`src/rtl/csr_pkg.sv`:
```
// Shared CSR numbering, exception codes, csr_op encoding and commit FSM states.
`default_nettype none
package csr_pkg;

  localparam logic [13:0] CSR_CRMD   = 14'h00;
  localparam logic [13:0] CSR_PRMD   = 14'h01;
  localparam logic [13:0] CSR_EUEN   = 14'h02;
  localparam logic [13:0] CSR_ECFG   = 14'h04;
  localparam logic [13:0] CSR_ESTAT  = 14'h05;
  localparam logic [13:0] CSR_ERA    = 14'h06;
  localparam logic [13:0] CSR_BADV   = 14'h07;
  localparam logic [13:0] CSR_EENTRY = 14'h0C;
  localparam logic [13:0] CSR_SAVE0  = 14'h30;
  localparam logic [13:0] CSR_SAVE1  = 14'h31;
  localparam logic [13:0] CSR_SAVE2  = 14'h32;
  localparam logic [13:0] CSR_SAVE3  = 14'h33;
  localparam logic [13:0] CSR_TID    = 14'h40;
  localparam logic [13:0] CSR_TCFG   = 14'h41;
  localparam logic [13:0] CSR_TVAL   = 14'h42;
  localparam logic [13:0] CSR_TICLR  = 14'h44;

  localparam logic [5:0] ECODE_INT = 6'h00;
  localparam logic [5:0] ECODE_ADE = 6'h08;
  localparam logic [5:0] ECODE_ALE = 6'h09;
  localparam logic [5:0] ECODE_SYS = 6'h0B;
  localparam logic [5:0] ECODE_BRK = 6'h0C;
  localparam logic [5:0] ECODE_INE = 6'h0D;

  typedef enum logic [2:0] {
    OP_NONE = 3'd0,
    OP_RD   = 3'd1,
    OP_WR   = 3'd2,
    OP_XCHG = 3'd3,
    OP_ERTN = 3'd4
  } csr_op_e;

  typedef enum logic {
    ST_RUN   = 1'b0,
    ST_FLUSH = 1'b1
  } state_e;

endpackage
`default_nettype wire

```
`src/rtl/csr_commit.sv`:
```
// WB-stage commit controller: CSR access, exception/ERTN commit and pre-IF redirect.
// Optional interrupt sampling enabled by macro CSR_COMMIT_INT_EN.
`default_nettype none
module csr_commit
  import csr_pkg::*;
(
  input  logic        clock,
  input  logic        reset,
  input  logic        ms_valid,
  output logic        ws_allowin,
  input  logic [31:0] ms_pc,
  input  logic [2:0]  ms_csr_op,
  input  logic [13:0] ms_csr_num,
  input  logic [31:0] ms_csr_mask,
  input  logic [31:0] ms_result,
  input  logic        ms_ex,
  input  logic [5:0]  ms_ecode,
  input  logic [8:0]  ms_esubcode,
  input  logic        ms_gr_we,
  input  logic [4:0]  ms_dest,
  input  logic        has_int,
  output logic        csr_re,
  output logic [13:0] csr_num,
  output logic        csr_we,
  output logic [31:0] csr_wmask,
  output logic [31:0] csr_wvalue,
  input  logic [31:0] csr_rvalue,
  output logic        wb_ex,
  output logic        ertn_flush,
  output logic [5:0]  wb_ecode,
  output logic [8:0]  wb_esubcode,
  output logic [31:0] wb_pc,
  input  logic [31:0] ex_entry,
  input  logic [31:0] ertn_entry,
  output logic        flush_valid,
  input  logic        flush_ready,
  output logic [31:0] flush_target,
  output logic        rf_we,
  output logic [4:0]  rf_waddr,
  output logic [31:0] rf_wdata
);

  state_e      state_q, state_d;
  logic        ws_valid_q, ws_valid_d;
  logic [31:0] ws_pc_q, ws_pc_d;
  csr_op_e     ws_op_q, ws_op_d;
  logic [13:0] ws_num_q, ws_num_d;
  logic [31:0] ws_mask_q, ws_mask_d;
  logic [31:0] ws_result_q, ws_result_d;
  logic        ws_ex_q, ws_ex_d;
  logic [5:0]  ws_ecode_q, ws_ecode_d;
  logic [8:0]  ws_esub_q, ws_esub_d;
  logic        ws_gr_we_q, ws_gr_we_d;
  logic [4:0]  ws_dest_q, ws_dest_d;
  logic [31:0] flush_target_q, flush_target_d;

  logic commit, int_take, take_ex, take_ertn, csr_acc, csr_wr, rf_en;

`ifdef CSR_COMMIT_INT_EN
  assign int_take = has_int;
`else
  logic unused_has_int;
  assign unused_has_int = has_int;
  assign int_take       = 1'b0;
`endif

  assign ws_allowin = 1'b1;
  assign commit     = ws_valid_q & (state_q == ST_RUN);
  assign take_ex    = commit & (int_take | ws_ex_q);
  assign take_ertn  = commit & ~take_ex & (ws_op_q == OP_ERTN);
  assign csr_acc    = commit & ~take_ex &
                      ((ws_op_q == OP_RD) | (ws_op_q == OP_WR) | (ws_op_q == OP_XCHG));
  assign csr_wr     = csr_acc & (ws_op_q != OP_RD);
  // CSR instructions always write rd with the pre-write CSR value.
  assign rf_en      = commit & ~take_ex & ~take_ertn & (ws_gr_we_q | csr_acc);

  assign csr_re       = csr_acc;
  assign csr_num      = csr_acc ? ws_num_q : 14'd0;
  assign csr_we       = csr_wr;
  assign csr_wmask    = csr_wr ? ((ws_op_q == OP_XCHG) ? ws_mask_q : 32'hFFFF_FFFF) : 32'd0;
  assign csr_wvalue   = csr_wr ? ws_result_q : 32'd0;
  assign wb_ex        = take_ex;
  assign ertn_flush   = take_ertn;
  assign wb_ecode     = take_ex ? (int_take ? ECODE_INT : ws_ecode_q) : 6'd0;
  assign wb_esubcode  = (take_ex & ~int_take) ? ws_esub_q : 9'd0;
  assign wb_pc        = take_ex ? ws_pc_q : 32'd0;
  assign flush_valid  = (state_q == ST_FLUSH);
  assign flush_target = flush_target_q;
  assign rf_we        = rf_en;
  assign rf_waddr     = rf_en ? ws_dest_q : 5'd0;
  assign rf_wdata     = rf_en ? (csr_acc ? csr_rvalue : ws_result_q) : 32'd0;

  always_comb begin
    ws_valid_d  = 1'b0;
    ws_pc_d     = ws_pc_q;
    ws_op_d     = ws_op_q;
    ws_num_d    = ws_num_q;
    ws_mask_d   = ws_mask_q;
    ws_result_d = ws_result_q;
    ws_ex_d     = ws_ex_q;
    ws_ecode_d  = ws_ecode_q;
    ws_esub_d   = ws_esub_q;
    ws_gr_we_d  = ws_gr_we_q;
    ws_dest_d   = ws_dest_q;
    // Offers during FLUSH belong to the squashed path and are dropped.
    if (ms_valid && ws_allowin && state_q == ST_RUN) begin
      ws_valid_d  = 1'b1;
      ws_pc_d     = ms_pc;
      ws_op_d     = csr_op_e'(ms_csr_op);
      ws_num_d    = ms_csr_num;
      ws_mask_d   = ms_csr_mask;
      ws_result_d = ms_result;
      ws_ex_d     = ms_ex;
      ws_ecode_d  = ms_ecode;
      ws_esub_d   = ms_esubcode;
      ws_gr_we_d  = ms_gr_we;
      ws_dest_d   = ms_dest;
    end
  end

  always_comb begin
    state_d        = state_q;
    flush_target_d = flush_target_q;
    case (state_q)
      ST_RUN: begin
        if (take_ex || take_ertn) begin
          state_d        = ST_FLUSH;
          flush_target_d = take_ex ? ex_entry : ertn_entry;
        end
      end
      ST_FLUSH: begin
        if (flush_ready) state_d = ST_RUN;
      end
      default: state_d = ST_RUN;
    endcase
  end

  always_ff @(posedge clock) begin
    if (reset) begin
      state_q        <= ST_RUN;
      ws_valid_q     <= 1'b0;
      ws_pc_q        <= 32'd0;
      ws_op_q        <= OP_NONE;
      ws_num_q       <= 14'd0;
      ws_mask_q      <= 32'd0;
      ws_result_q    <= 32'd0;
      ws_ex_q        <= 1'b0;
      ws_ecode_q     <= 6'd0;
      ws_esub_q      <= 9'd0;
      ws_gr_we_q     <= 1'b0;
      ws_dest_q      <= 5'd0;
      flush_target_q <= 32'd0;
    end else begin
      state_q        <= state_d;
      ws_valid_q     <= ws_valid_d;
      ws_pc_q        <= ws_pc_d;
      ws_op_q        <= ws_op_d;
      ws_num_q       <= ws_num_d;
      ws_mask_q      <= ws_mask_d;
      ws_result_q    <= ws_result_d;
      ws_ex_q        <= ws_ex_d;
      ws_ecode_q     <= ws_ecode_d;
      ws_esub_q      <= ws_esub_d;
      ws_gr_we_q     <= ws_gr_we_d;
      ws_dest_q      <= ws_dest_d;
      flush_target_q <= flush_target_d;
    end
  end

endmodule
`default_nettype wire

```
`config.mk`:
```
export PLATFORM = sky130hd
export DESIGN_NAME = csr_commit
export DESIGN_NICKNAME = d
export VERILOG_FILES = /design/src/rtl/csr_pkg.sv /design/src/rtl/csr_commit.sv
export SDC_FILE = /design/constraint.sdc
export NUM_CORES = 1
export LEC_CHECK = 0
export ABC_AREA = 1
export BUFFER_PORTS_ARGS = -buffer_cell sky130_fd_sc_hd__buf_2
export CAP_MARGIN = 20
export CORE_AREA = 8 8 165 167
export CTS_CLUSTER_SIZE = 25
export DETAILED_ROUTE_END_ITERATION = 10
export DIE_AREA = 0 0 173 175
export GPL_ROUTABILITY_DRIVEN = 0
export PLACE_DENSITY = 0.69
export SLEW_MARGIN = 20
export SYNTH_ARGS = -nofsm -noshare
export SYNTH_HDL_FRONTEND = slang
export SYNTH_SLANG_ARGS = --single-unit
```
`constraint.sdc`:
```
create_clock -name clock -period 1.83 [get_ports clock]
set_clock_uncertainty 0.1 [all_clocks]
set_input_delay 0.0915 -clock clock [delete_from_list [all_inputs] [get_ports clock]]
set_output_delay 0.0915 -clock clock [all_outputs]
set_load 0.05 [all_outputs]
```
# After elaboration in Yosys (flattened, before gate mapping)
# Cells that the tools add are included.
# op_classes
n_eq_ne	5
mux	15
n_bitwise	14
reduce_logical	3
# op_table
cell	n
$mux W32	7
$mux W14	1
$mux W9	1
$and A1 B1 Y1	8
$eq A3 B2 Y1 const B	2
$mux W6	1
$mux W5	1
$eq A3 B1 Y1 const B	1
$eq A3 B3 Y1 const B	1
$mux W1	3
$ne A3 B1 Y1 const B	1
$not A1 Y1	3
$or A1 B1 Y1	3
$pmux W1 S2	1
$reduce_and A2 Y1	1
$logic_and A1 B1 Y1	1
$logic_or A1 B1 Y1	1
# word_totals
ff_bits	169
input_bits	236
output_inout_bits	201
wordCells	50

# Longest topological paths before layout
# Gate-level depths: netlist (run 1).
# depth
depth_word	10
mapped_depth	8
ltp_nobuf	7

# Least setup slack after synthesis (run 1)
# OpenSTA, ideal clock, no wires.
# synth_path
path_kind	register -> output
start	register state_q, in the netlist flush_valid
end	output port rf_wdata[6]
t_arrival_ns	2.090
required_ns	1.638
path_slack_ns	-0.451
stages_incl_launch_ff	9
n_path_buf	2
cell_sequence	dfxtp_1 inv_2 nand2_2 nor2_4 nand2_1 buf_4 buf_6 nand2_1 a21oi_1
# synth_between
elab_chain_len	10
word_cells_on_any_way	13
classes_between	mux (2); bitwise (11)
# synth_rtl
element	line_no	rtl
from (decl)	csr_commit.sv:43	state_e state_q, state_d;
from (signal assigned)	csr_commit.sv:154	state_q <= state_d;
$not A1 Y1 (no line) (*)	-	
$and A1 B1 Y1 (*)	csr_commit.sv:68	assign commit = ws_valid_q & (state_q == ST_RUN);
$and A1 B1 Y1	csr_commit.sv:69	assign take_ex = commit & (int_take | ws_ex_q);
$not A1 Y1	csr_commit.sv:70, csr_commit.sv:71, csr_commit.sv:75	
$and A1 B1 Y1 (*)	csr_commit.sv:70, csr_commit.sv:71, csr_commit.sv:75	
$and A1 B1 Y1	csr_commit.sv:70	assign take_ertn = commit & ~take_ex & (ws_op_q == OP_ERTN);
$not A1 Y1	csr_commit.sv:75	assign rf_en = commit & ~take_ex & ~take_ertn & (ws_gr_we_q | csr_acc);
$and A1 B1 Y1 (2 in series)	csr_commit.sv:75	
$mux W32 (*)	csr_commit.sv:91	assign rf_wdata = rf_en ? (csr_acc ? csr_rvalue : ws_result_q) : 32'd0;
to (decl)	csr_commit.sv:40	output logic [31:0] rf_wdata
# Mark *: on every way between the ends. The rest lies on a longest branch, timed or not.

# Worst setup path after layout (run 1)
# layout_path
start	register state_q, in the netlist flush_valid
end	output port csr_wvalue[17]
# layout_between
elab_chain_len	8
# layout_rtl
element	line_no	rtl
$not A1 Y1 (no line) (*)	-	
$and A1 B1 Y1 (*)	csr_commit.sv:68	
$and A1 B1 Y1	csr_commit.sv:69	
$not A1 Y1	csr_commit.sv:71	assign csr_acc = commit & ~take_ex &
$and A1 B1 Y1 (*) (2 in series)	csr_commit.sv:71	
$and A1 B1 Y1 (*)	csr_commit.sv:73	assign csr_wr = csr_acc & (ws_op_q != OP_RD);
$mux W32 (*)	csr_commit.sv:81	assign csr_wvalue = csr_wr ? ws_result_q : 32'd0;
to (decl)	csr_commit.sv:26	output logic [31:0] csr_wvalue,
# Marked as above.

==> results.json, run 1 <==
{
  "clkTransAtPathRegs_ps": 70,
  "die_x_um": 173,
  "h-tree-depth": 4,
  "drt_iter0_drc": 1069,
  "design.die.area_um2": 30300,
  "syn_inst": 1190,
  "drt_pass1_iterations": 5,
  "clock_latency_ps": 420,
  "worstSetupPathType": "reg2out",
  "synth_mux_area_share_pct": 0,
  "cp_cell_sequence": "inv_2 -> nand2_2 -> nor2_4 -> buf_12 -> nand3_4 -> buf_4 -> clkbuf_16 -> nor2_2 -> buf_6",
  "hpwlAfterDp_um": 24100,
  "syn2layout_area_growth_pct": 97.2,
  "ys_ff_latch": 169,
  "gr-total-overflow": 0,
  "synthArstFlopShare_pct": 0,
  "viasPerCell": 5.12,
  "fp.dieH_um": 175,
  "synth_top_area_share_pct": 42.0,
  "synth-seq-area-share_pct": 42.0,
  "grt_pass1_wl_um": 59400,
  "timing.final.ws_setup_ps": -216,
  "violations": "setup timing",
  "io_pins": 437,
  "synth_edf_count": 0,
  "min_period_ps": 2050,
  "startpoint_type": "flop",
  "drc_errors": 0,
  "drive_above_1_share_pct": 40.6,
  "nets": 2051,
  "via_count": 11100,
  "rows": 58,
  "hold_viol": 0,
  "rsz0062_at_grt": "yes",
  "wire_per_inst_um": 19.4,
  "holdWs_ps": 27.0,
  "yosys_warnings": 0,
  "synth_fa_ha_area_share_pct": 0,
  "drtAntennaViolNets": 0,
  "synth_nets": 1426,
  "grt_max_degree": 60,
  "synth_top_family_by_area": "compound AO/OA/AOI/OAI gates",
  "cts.sinks": 169,
  "cap_violations": 0,
  "hold_class": "in2reg",
  "io_buffer_count": 434,
  "worst-path-max-fanout": 7,
  "yosysTopAreaCell": "dfxtp_1",
  "slew_violations": 0,
  "max_stage_delay_ps": 330,
  "status": "finished, violations left",
  "antenna_found_initial": 8,
  "synth_commonest_cells": "a21oi_1, inv_1, dfxtp_1, nor2_1, o21ai_0",
  "synth_area_um2": 8050,
  "synthFlopType": "dfxtp_1",
  "grt_pass1_vias": 11100,
  "place_ws_ps": 60.5,
  "synth-simple-area-share_pct": 21.5,
  "synth_xor_xnor_area_share_pct": 0,
  "routed_wl_um": 42100,
  "cp-end-kind": "primary output",
  "crit_path_top_delay_cell": "dfxtp_2",
  "synth.avg_cell_area_um2": 6.76,
  "cts_max_path_buffers": 2,
  "cts_inserted_buffers": 17,
  "synth_area_leaders": "dfxtp_1, a21oi_1, o21ai_0, inv_1, nor2_1",
  "leakagePower_nw": 7.07,
  "synth_compound_area_share_pct": 21.7,
  "p_per_area_nw_per_um2": 659,
  "synth.most_common_cell": "a21oi_1",
  "critPathRequiredTime_ps": 1640,
  "setup_viol": 165,
  "crit_arrival_ps": 1850,
  "period_share_pct": 112,
  "ys_types": 19,
  "ctsRootBufferMaster": "clkbuf_16",
  "initial_core_util_pct": 32.6,
  "cts_tree": "built",
  "max_freq_ghz": 0.489,
  "peakVddDrop_mv": 0.507,
  "core_area_um2": 24700,
  "grt_usage_pct": 24.1
}
==> layout by cell type, fill, tap and decap left out, types with 3 or more instances in the layout <==
| cell type | Yosys | routed |
|---|---|---|
| buf_12 | 0 | 24 |
| nor2_1 | 169 | 70 |
| dlygate4sd3_1 | 0 | 200 |
| nand2_2 | 2 | 10 |
| a21oi_4 | 0 | 63 |
| nand3_4 | 0 | 4 |
| inv_1 | 173 | 171 |
| nand2_1 | 135 | 126 |
| inv_8 | 0 | 3 |
| nor2_2 | 0 | 80 |
| dfxtp_2 | 0 | 4 |
| nand4_1 | 32 | 32 |
| buf_4 | 5 | 78 |
| inv_6 | 0 | 4 |
| a21oi_1 | 175 | 133 |
| buf_6 | 9 | 103 |
| nand3_1 | 68 | 52 |
| buf_2 | 43 | 267 |
| o21ai_0 | 136 | 135 |
| diode_2 | 0 | 8 |
| clkbuf_16 | 0 | 24 |
| buf_8 | 0 | 26 |
| dfxtp_1 | 169 | 164 |
| nand3_2 | 0 | 12 |
| nor2_4 | 3 | 22 |
==> area by class of cell <==
class | count | area, µm²
fillers | 1814 | 8800
repair buffers | 709 | 6200
multi-input cells | 744 | 4610
flip-flops and latches | 169 | 3390
inverters | 174 | 668
clock buffers | 18 | 439
well taps | 330 | 413
clock inverters | 13 | 136
diodes | 8 | 20.0
==> metal layers <==
metal	GRT usage [%]	vias to the layer above	routed length [µm]
li1	-	5053	-
met1	25.4	5049	14800
met2	41.2	744	20800
met3	6.97	234	3580
met4	16.3	0	2950
met5	0	-	0
==> report_power, final <==
| part | switching [mW] | internal [mW] |
|---|---|---|
| sequential | 0.119 | 3.95 |
| clock | 1.68 | 1.95 |
| combinational | 1.64 | 1.10 |
| total | 3.44 | 7.01 |
==> logic make-up (layout without fill, tap and decap cells) <==
family | count (synthesis) | in the layout
flops | 169 | 169
other cells | 1 | 9
simple gates | 410 | 410
compound gates | 333 | 333
buf+inv | 277 | 914
==> repair_timing <==
action	CTS	global route
pin swaps	1	1
endpoints found under the setup margin	167	167
buffers inserted	4	4
hold buffers	200	0
resized for setup	262	124
cloned	0	12
endpoints found under the hold margin	168	0
==> flip-flops by register name (all words and copies together) (netlist names), 5 cells and up <==
| name | flops |
|---|---|
| flush_target | 32 |
| ws_esub_q | 9 |
| ws_ecode_q | 6 |
| ws_result_q | 32 |
| ws_num_q | 14 |
| ws_pc_q | 32 |
| ws_dest_q | 5 |
| ws_mask_q | 32 |
==> worst max-delay path, delay by kind of cell (launching register included) <==
family / cells / cell delay [ps]
simple gates: 4 / 360
flops: 1 / 330
buf+inv: 5 / 750
==> final timing paths <==
| path | from | end | slack [ps] | cells past startpoint |
|---|---|---|---|---|
| worst max-delay path | flush_valid | csr_wvalue[17] | -220 | 9 |
| worst min-delay path | ms_ex | ws_ex_q | 30 | 4 |
| worst max register to register | ws_valid_q | flush_target[0] | 10 | 8 |
| worst min register to register | ws_pc_q[25] | ws_pc_q[25] | 370 | 2 |
==> metrics by stage <==
step	setup TNS, ps	area, µm²	power [mW]	util, %	cells
6_report	-21650	15900	10.5	64.3	2165
2_1_floorplan	-770	8920	5.48	-	1190
4_1_cts	-25860	15100	10.3	61.2	2141
3_5_place_dp	0	11700	6.20	47.4	1906
3_3_place_gp	0	11700	6.16	47.4	1906
5_1_grt	-38090	15900	10.9	64.3	2165
No activity file was read; power rests on OpenSTA's default activity.
==> run 2: changes to the inputs <==
CORE_AREA = 8 8 163 165   (was 8 8 165 167)
CTS_BUF_LIST = sky130_fd_sc_hd__clkbuf_2   (was default)
DIE_AREA = 0 0 171 173   (was 0 0 173 175)
PLACE_DENSITY = 0.7   (was 0.69)
SLEW_MARGIN = default   (was 20)
==> results.json, run 2 (synthesis gave the netlist of run 1 again) <==
{
  "status": "finished, violations left",
  "violations": "setup timing",
  "setup_viol": 172,
  "crit_path_top_delay_cell": "dfxtp_2",
  "grt_pass1_vias": 12500,
  "cp_cell_sequence": "inv_4 -> nand2_4 -> nor2_4 -> buf_6 -> nand3_4 -> buf_12 -> buf_16 -> a21oi_4 -> buf_8",
  "switching_share_pct": 37.9,
  "fillers": 1433,
  "core_area_um2": 24000,
  "hold_class": "in2reg",
  "drc_errors": 0,
  "worstSetupPathType": "reg2out",
  "timing.final.ws_setup_ps": -611,
  "clock_latency_ps": 730,
  "power.share.clock_pct": 22.1,
  "reg2reg_depth": 11,
  "worst_r2r_endpoint": "ws_mask_q[3]",
  "startpoint_type": "flop",
  "design.die.area_um2": 29600,
  "dp_cells": 1893,
  "syn2layout_area_growth_pct": 117,
  "seqPwrFrac_pct": 43.7,
  "antenna_found_initial": 9,
  "viasPerCell": 5.37,
  "slew_violations": 0,
  "die_x_um": 171,
  "io_buffer_count": 434,
  "max_slew_margin_pct": 51.5,
  "worst_pin_slew_ps": 728,
  "p_sw_mw": 3.56,
  "leakagePower_nw": 7.54,
  "mostFrequentLayoutCells": "buf_2, dlygate4sd3_1, inv_1, dfxtp_1, o21ai_0",
  "cp-end-kind": "primary output",
  "drt_iter0_drc": 1327,
  "period_share_pct": 133,
  "drt_pass1_iterations": 8,
  "grt_max_degree": 54,
  "ff_latch_area_um2": 3400,
  "critPathRequiredTime_ps": 1640,
  "drive_above_1_share_pct": 41.6,
  "rows": 57,
  "min_period_ps": 2440,
  "routed_wl_um": 49900,
  "drtAntennaViolNets": 0,
  "fp.dieH_um": 173,
  "p_int_mw": 5.83,
  "p_per_area_nw_per_um2": 538,
  "h-tree-depth": 4,
  "crit_arrival_ps": 2250,
  "reg2reg_slack_ps": -20,
  "rsz0062_at_grt": "yes",
  "initial_core_util_pct": 33.6,
  "max_freq_ghz": 0.410,
  "clkTransAtPathRegs_ps": 320,
  "grt_usage_pct": 29.3,
  "min_path_cells": 6,
  "cap_violations": 0,
  "cts.sinks": 169,
  "pwr-share-comb_pct": 34.2,
  "hold_viol": 0,
  "ctsRootBufferMaster": "clkbuf_2",
  "cts_max_path_buffers": 2,
  "cts_tree": "built",
  "reg2reg_from": "flush_valid",
  "via_count": 12000,
  "hp-start": "ertn_entry[26]",
  "worst-path-max-fanout": 6,
  "io_pins": 437,
  "max_stage_delay_ps": 390,
  "hold_end": "flush_target[26]",
  "crit_family": "buffers and inverters",
  "hpwlAfterDp_um": 23500,
  "final_common_cell": "buf_2",
  "nets": 2128,
  "peakVddDrop_mv": 0.458,
  "multi_input_area_um2": 5120,
  "gr-total-overflow": 0,
  "grt_pass1_wl_um": 68200,
  "wire_per_inst_um": 22.3,
  "cts_inserted_buffers": 17,
  "fin_cells": 2238,
  "place_ws_ps": 39.0,
  "cp_num_buf_inv": 5
}
run 2: cell count changes in the layout (fill, tap and decap cells not counted), moves of 20 or more:
cell	previous run	this run
nand3_1	52	32
nor2_4	22	91
buf_8	26	68
buf_4	78	37
dlygate4sd3_1	200	251
nor2_2	80	12
run 2: area by class of cell:
cell class                      instances  area share (%)
Tap cell                              324            2.32
Inverter                              174            3.78
Antenna cell                            9           0.129
Sequential cell                       169            19.5
Clock buffer                           19           0.545
Clock inverter                         13           0.774
Multi-Input combinational cell        744            29.3
Timing Repair Buffer                  786            43.7
run 2: what timing repair did:
item,in CTS,in global routing
setup endpoints to repair,167,174
gates resized for setup,499,119
setup buffers,19,16
hold buffers,249,2
cloned,15,8
pin swaps,8,15
endpoints found under the hold margin,169,2
run 2: worst min-delay path, stage by stage:
cell and delay (ps):
dlygate4sd3_1 540, buf_2 100, nand2_1 40, nand2_1 50, nor2_1 40, nor2_1 80
run 2: power by group through the flow:
stage,clock [mW],combinational [mW],sequential (mW)
6_report,2.07,3.21,4.10
3_5_place_dp,0,2.02,4.13
2_1_floorplan,0,1.21,4.27
5_1_grt,2.24,3.36,4.12
4_1_cts,2.10,2.82,4.07
3_3_place_gp,0,1.99,4.12
run 2: metrics by stage:
stage	setup TNS (ps)	util [%]	hold WS [ps]	power, mW	area (µm²)
after floorplan	-770	-	63.9	5.48	8920
after global placement	0	48.4	262	6.11	11600
after detailed placement	0	48.4	264	6.16	11600
after CTS	-92150	69.5	0.477	8.98	16700
after global routing	-111290	72.9	6.94	9.72	17500
final	-82870	72.9	87.1	9.39	17500
run 2: routing by layer:
layer  global-route usage [%]  up-vias  part of all wire [%]  wire (µm)
met5                        0        -                     0          0
met4                     23.8        0                   8.0       4010
met3                     7.86      321                   9.0       4510
met2                     50.2      902                    49      24500
met1                     29.2     5578                    34      16800
li1                         -     5215                     -          -
run 2: worst max-delay path by stage:
stage / from / endpoint / slack [ps] / cells after the start
after floorplan: flush_valid / csr_wmask[0] / -150 / 6
after global placement: flush_valid / csr_wmask[3] / 110 / 7
after detailed placement: flush_valid / csr_wmask[16] / 40 / 7
after CTS: flush_valid / rf_wdata[17] / -670 / 9
after global routing: flush_valid / rf_wdata[27] / -760 / 9
final: flush_valid / rf_wdata[21] / -610 / 9
